File: src/rtl/kgp_arb_pkg.sv
// rtl/kgp_arb_pkg.sv - shared types and constants for the memory port arbiter
package kgp_arb_pkg;

    typedef enum logic [1:0] {
        ST_IDLE   = 2'd0,
        ST_ACCESS = 2'd1,
        ST_DONE   = 2'd2
    } arb_state_t;

    localparam logic OWN_IF = 1'b0;
    localparam logic OWN_DM = 1'b1;

    localparam int WAIT_MAX = 15;

endpackage

File: src/rtl/arb_wait_counter.sv
// rtl/arb_wait_counter.sv - 4-bit loadable down-counter with zero flag
module arb_wait_counter (
    input  logic       clk,
    input  logic       rst,
    input  logic       load,
    input  logic [3:0] load_val,
    input  logic       dec,
    output logic       zero
);

    logic [3:0] count;

    // Saturates at zero so an idle decrement never wraps.
    always_ff @(posedge clk or posedge rst) begin
        if (rst) begin
            count <= 4'd0;
        end else if (load) begin
            count <= load_val;
        end else if (dec && (count != 4'd0)) begin
            count <= count - 4'd1;
        end
    end

    assign zero = (count == 4'd0);

endmodule

File: src/rtl/mem_port_arbiter.sv
// rtl/mem_port_arbiter.sv - fetch/data arbiter for one shared memory port
// Optional macro ARB_ROUND_ROBIN_EN: ties go to the requester that did not own last.
module mem_port_arbiter
    import kgp_arb_pkg::*;
#(
    parameter int WAIT_CYCLES = 2
) (
    input  logic        clk,
    input  logic        rst,
    input  logic        if_req,
    input  logic [31:0] if_addr,
    input  logic        dm_req,
    input  logic        dm_we,
    input  logic [31:0] dm_addr,
    input  logic [31:0] dm_wdata,
    input  logic [31:0] mem_rdata,
    output logic        mem_sel,
    output logic [31:0] mem_addr,
    output logic        mem_we,
    output logic [31:0] mem_wdata,
    output logic        if_gnt,
    output logic        dm_gnt,
    output logic        if_done,
    output logic        dm_done,
    output logic [31:0] rdata,
    output logic        busy
);

    localparam logic [3:0] LOAD_VAL = 4'(WAIT_CYCLES - 1);

    arb_state_t  state, state_nxt;
    logic        owner_q;
    logic [31:0] addr_q;
    logic        we_q;
    logic [31:0] wdata_q;
    logic [31:0] rdata_q;
    logic        winner;
    logic        start;
    logic        capture;
    logic        cnt_zero;

`ifdef ARB_ROUND_ROBIN_EN
    // Only the tie-break reads the previous owner, so it exists only in this build.
    logic last_owner_q;

    always_comb begin
        winner = dm_req ? OWN_DM : OWN_IF;
        if (if_req && dm_req) begin
            winner = ~last_owner_q;
        end
    end

    always_ff @(posedge clk or posedge rst) begin
        if (rst) begin
            last_owner_q <= OWN_IF;
        end else if (start) begin
            last_owner_q <= winner;
        end
    end
`else
    always_comb begin
        winner = dm_req ? OWN_DM : OWN_IF;
    end
`endif

    always_comb begin
        state_nxt = state;
        start     = 1'b0;
        capture   = 1'b0;
        case (state)
            ST_IDLE: begin
                if (if_req || dm_req) begin
                    start     = 1'b1;
                    state_nxt = ST_ACCESS;
                end
            end
            ST_ACCESS: begin
                if (cnt_zero) begin
                    capture   = 1'b1;
                    state_nxt = ST_DONE;
                end
            end
            ST_DONE:  state_nxt = ST_IDLE;
            default:  state_nxt = ST_IDLE;
        endcase
    end

    always_ff @(posedge clk or posedge rst) begin
        if (rst) begin
            state   <= ST_IDLE;
            owner_q <= OWN_IF;
            addr_q  <= 32'd0;
            we_q    <= 1'b0;
            wdata_q <= 32'd0;
            rdata_q <= 32'd0;
        end else begin
            state <= state_nxt;
            if (start) begin
                owner_q <= winner;
                addr_q  <= (winner == OWN_DM) ? dm_addr : if_addr;
                we_q    <= (winner == OWN_DM) && dm_we;
                wdata_q <= (winner == OWN_DM) ? dm_wdata : 32'd0;
            end
            if (capture) begin
                rdata_q <= mem_rdata;
            end
        end
    end

    arb_wait_counter u_wait_counter (
        .clk      (clk),
        .rst      (rst),
        .load     (start),
        .load_val (LOAD_VAL),
        .dec      (state == ST_ACCESS),
        .zero     (cnt_zero)
    );

    // Memory-side outputs are forced low outside ACCESS so nothing leaks while idle.
    assign busy      = (state != ST_IDLE);
    assign if_gnt    = (state == ST_ACCESS) && (owner_q == OWN_IF);
    assign dm_gnt    = (state == ST_ACCESS) && (owner_q == OWN_DM);
    assign if_done   = (state == ST_DONE) && (owner_q == OWN_IF);
    assign dm_done   = (state == ST_DONE) && (owner_q == OWN_DM);
    assign mem_sel   = (state == ST_ACCESS) && owner_q;
    assign mem_we    = (state == ST_ACCESS) && we_q;
    assign mem_addr  = (state == ST_ACCESS) ? addr_q : 32'd0;
    assign mem_wdata = (state == ST_ACCESS) ? wdata_q : 32'd0;
    assign rdata     = rdata_q;

endmodule

File: config.mk
export PLATFORM = sky130hd
export DESIGN_NAME = mem_port_arbiter
export DESIGN_NICKNAME = d
export VERILOG_FILES = /design/src/rtl/kgp_arb_pkg.sv /design/src/rtl/arb_wait_counter.sv /design/src/rtl/mem_port_arbiter.sv
export SDC_FILE = /design/constraint.sdc
export NUM_CORES = 1
export LEC_CHECK = 0
export ABC_AREA = 1
export BUFFER_PORTS_ARGS = -buffer_cell sky130_fd_sc_hd__buf_4
export CAP_MARGIN = 30
export CORE_ASPECT_RATIO = 0.5
export CORE_UTILIZATION = 42
export DETAILED_ROUTE_END_ITERATION = 16
export PLACE_DENSITY = 0.76
export SLEW_MARGIN = 20
export SYNTH_ARGS = -nofsm -noshare
export SYNTH_HDL_FRONTEND = slang
export SYNTH_SLANG_ARGS = --single-unit
File: constraint.sdc
create_clock -name clk -period 3 [get_ports clk]
set_input_delay 0.3 -clock clk [delete_from_list [all_inputs] [get_ports clk]]
set_output_delay 0.3 -clock clk [all_outputs]
set_load 0.01 [all_outputs]
## After elaboration in Yosys (flattened, before gate mapping)

Index checks and enable logic that the tools add are counted.

- Flip-flop bits (word level): 104
- Bits of input ports: 133

- Add/subtract/negate cells: 1
- Eq/ne operators: 4
- Multiplexer cells: 14
- Bitwise logic cells: 1
- Reductions and logical operators: 14

Operators with widths:

| cell | count |
|---|---|
| two-way mux 32 bit | 4 |
| two-way mux 4 bit | 2 |
| logical AND 1 bit | 7 |
| two-way mux 1 bit | 5 |
| logical NOT 4 bit | 1 |
| two-way mux 2 bit | 2 |
| != test 2 bit, second input constant | 2 |
| one-hot mux 2 bit (2 select lines) | 1 |
| nonzero test 2 bit | 2 |
| nonzero test 4 bit | 1 |
| subtractor 4 x 1 -> 4 bit, second input constant | 1 |
| equality test 2 x 1 -> 1 bit, second input constant | 1 |
| equality test 2 bit, second input constant | 1 |
| logical NOT 2 bit | 1 |
| AND reduction 2 bit | 1 |
| logical OR 1 bit | 1 |
| NOT 1 bit | 1 |

## Depth between registers and ports, before layout

- Word-level depth: 4
- Mapped depth: 8
- Mapped depth without buffers: 7

## Modules after synthesis

A second synthesis with hierarchy kept.

- Cell total of the unflattened synthesis: 728
- Area total of the unflattened synthesis: 5109.9 µm²

Modules (own cells, without submodules):

| module | instances | cells each | area an instance (µm²) | sequential area each (µm²) |
|---|---|---|---|---|
| mem_port_arbiter | 1 | 681 | 4810.9 | 2502.4 |
| arb_wait_counter | 1 | 47 | 299.0 | 100.1 |

## Least setup slack after synthesis

Ideal clock, no wire load.

- Path type: flip-flop to output port
- Start point: register state[1]
- End point: output port mem_sel
- Data arrival time: 1097 ps
- Setup slack: 1603 ps
- Cell stages (with the launch flop): 6
- Buffers on the path: 2
- Cells stage by stage: dfrtp_1 inv_2 nand2_2 buf_2 nor2_1 buf_4

- Cells in the longest elaborated chain, start to end: 2

RTL lines:

| element | RTL line | text |
|---|---|---|
| start: declaration | mem_port_arbiter.sv:31 | `arb_state_t state, state_nxt;` |
| start signal: assignment | mem_port_arbiter.sv:97 | `state <= state_nxt;` |
| equality test 2 x 1 -> 1 bit | n/a |  |
| logical AND 1 bit | n/a |  |
| end: declaration | mem_port_arbiter.sv:17 | `output logic mem_sel,` |

No other way between the ends.

## Worst setup path in the final report

- Start point: register state[0]
- End point: output port mem_sel

- Cells in the longest elaborated chain, start to end: 2

RTL lines:

| element | RTL line | text |
|---|---|---|
| equality test 2 x 1 -> 1 bit | mem_port_arbiter.sv:125 | `assign mem_sel = (state == ST_ACCESS) && owner_q;` |
| logical AND 1 bit | mem_port_arbiter.sv:125 |  |

No other way between the ends.

==> results.tsv <==
stage	metric	value	unit
pwr	p_sw_share	39.9	%
timing	fin_skew	0.00726	ns
placed_design	io_buffer_count	235	
pwr	intPower	4.28	mW
critical_path	critPathMaxStageDelay	0.58	ns
global_route	gr-total-overflow	0	
clocking	cts-htree-levels	3	
clocking	clkLatencyLatePin	0.34	ns
synth	netlist_area	0.00496	mm2
critical_path	critPathLaunch	state[0]	
flow_run	maxCapViolCount	0	
drt	drcViolationCount	0	
critical_path	r2r-start	state[0]	
finish	drive_gt1_share	34.2	%
critical_path	worst-r2r-cell-count	6	
placed_design	pre_cts_slack	1.04	ns
status	outcome	finished, final reports clean	
die	core	0.0112	mm2
die	num_rows	27	
critical_path	arrival	2.05	ns
timing	tightest_slew	0.755	ns
drt	vias	4589	
drt	drtIter0Drc	236	
finish	areaGrowthSynthToFinish	43.6	%
drt	post_drt_wl_per_cell	13.3	um
worst_hold_path	hold_path_class	primary input to flop	
clocking	cts_tree	built	
pwr	p_leak	3.85	nW
timing	hold_violations	0	
timing	hold_ws	0.143	ns
pwr	power_frac_seq	32.8	%
clocking	clkSlewWorstSetupHoldPaths	0.07	ns
critical_path	required	2.70	ns
critical_path	crit_fanout	38	
finish	layout_commonest_cell	buf_4	
critical_path	critPathKind	flop to primary output	
placed_design	post-dp-hpwl	9440	um
worst_hold_path	worst_hold_startpoint	mem_rdata[23]	
pwr	p_per_area	999	mW/mm2
pwr	peakVddDrop	439	uV
timing	drv_slew	0	
critical_path	crit_top_cell	buf_4	
finish	fin_nets	958	
timing	max_slew_margin	49.5	%
timing	min_period_over_period	78.4	%
global_route	grt_use_total	22.2	%
global_route	antenna_found_initial	0	
clocking	cts_resized	0	
drt	dr.pass1.iters	4	
clocking	post-cts-setup-buffer-count	0	
die	die-height	78.9	um
timing	fin_tns_setup	0	ns
die	initial_utilization	44.1	%
die	die_area	0.0123	mm2
drt	avgViaCountPerCell	4.65	
drt	wl	13200	um
synth	synthCells	607	
clocking	cts_hold_buf	0	
synth	yosysSeqAreaShare	52.4	%
drt	drtAntennaViolNets	0	
synth	synth_warnings	0	
timing	max_freq	425	MHz
die	dieWidth	156	um
global_route	grt_max_degree	73	
clocking	cts_root_buf	clkbuf_16	
synth	ys_seq_elements	104	
finish	num_antenna_cells	0	
clocking	clock_sinks	104	
die	io_pins	236	
global_route	grt_pass1_vias	4623	
pwr	p_sw	2.84	mW
timing	rsz0062_at_grt	false	
clocking	cts-buffers-inserted	9	
critical_path	crit_slowest_cell	nand2_2	
critical_path	crit_path_start_kind	flop	
finish	final_cell_mix	buf_4, nand2_1, dfrtp_1	
synth	syn-num-nets	742	
clocking	cts_buffer_depth	2	
critical_path	crit_path_end_kind	primary output	
critical_path	crit_chain	nand2_2, buf_4, nor2_1, buf_4	
global_route	grt_pass1_wl	21500	um
timing	setup_viol	0	
worst_hold_path	hold_depth	3	
placed_design	place_congestion	0.799	
synth	synth_cell_types	27	
pwr	clockPowerShare	17.2	%
pwr	power_frac_comb	50.1	%
synth	syn_area_per_cell	8.18	um2
timing	period_needed	2.35	ns
timing	fin_ws	0.649	ns
-- kinds of logic (layout without fill, tap and decap cells) --
group,count (synthesis),after routing,share of synthesized area [%]
buffers and inverters,144,365,12.5
adders and majority gates,2,2,0.504
AOI/OAI and AO/OA,101,101,13.2
and+or+nand+nor,255,255,21.2
xor gates and xnor gates,1,1,0.176
DFF,104,104,52.4
-- metrics by stage --
| step | std cells | util [%] | cell area (um2) | power [mW] |
|---|---|---|---|---|
| 4_1_cts | 985 | 63.1 | 7100 | 7.18 |
| 2_1_floorplan | 607 | - | 4970 | 4.41 |
| 6_report | 987 | 63.4 | 7130 | 7.12 |
| 5_1_grt | 987 | 63.4 | 7130 | 7.67 |
| 3_3_place_gp | 969 | 60.3 | 6780 | 5.83 |
| 3_5_place_dp | 969 | 60.3 | 6780 | 5.93 |
-- final cells by class --
type	instances	area [um2]
flip-flops and latches	104	2600
clock inverters	5	65.1
clock buffers	11	253
fillers	948	4120
inverters	106	403
repair buffers	243	1860
multi-input cells	359	1740
well taps	159	199
-- per-layer routing --
metal  up-vias  GRT usage (%)  wire length [um]
li1       2299              -                 -
met1      2107           25.2              5430
met2       136           39.7              6580
met3        47           4.80               584
met4         0           12.3               578
met5         -              0                 0
-- synth_stat cells --
library cell,number,area share [%]
buf_2,17,1.7
o21ai_1,21,2.1
buf_4,2,0.30
nand3_2,1,0.20
o21ai_0,47,4.7
xor2_1,1,0.18
nor2_1,72,5.4
o211ai_2,14,3.5
dfrtp_1,104,52
ha_1,2,0.50
a21oi_1,1,0.10
nand2_2,1,0.13
clkbuf_1,13,0.98
o211ai_1,18,2.7
nor3_1,2,0.20
nor2_8,1,0.40
clkinv_2,1,0.10
nor2_2,1,0.13
buf_6,5,1.1
nand3_1,38,3.8
nor2_4,1,0.23
nand2_4,1,0.23
inv_1,102,7.7
nand2_1,136,10
buf_8,1,0.30
inv_2,3,0.23
nand4_1,1,0.13
-- power groups by stage --
stage	Combinational, mW	Clock, mW	Sequential, mW
global placement	3.49	0	2.34
finish	3.57	1.22	2.33
global route	3.96	1.30	2.41
floorplan	2.01	0	2.40
detailed placement	3.59	0	2.34
CTS	3.60	1.25	2.33
-- flip-flops by register name, indices dropped and copies added, names as in the netlist --
register,count
owner_q,1
state,2
addr_q,32
rdata,32
u_wait_counter.count,4
wdata_q,32
we_q,1
-- critical path, delay by kind of cell (launching register included) --
family                 cells  cell delay, ns
AND/OR/NAND/NOR            2            0.67
flip-flops                 1            0.44
buffers and inverters      2            0.56
-- final timing paths --
check,slack [ns],end
worst max-delay path,0.65,mem_sel
worst min-delay path,0.14,rdata[23]
worst max register to register,1.07,rdata[28]
worst min register to register,0.48,rdata[29]
max in group asynchronous,1.72,addr_q[24]
min in group asynchronous,0.46,rdata[13]
(Power assumes the default switching activity.)
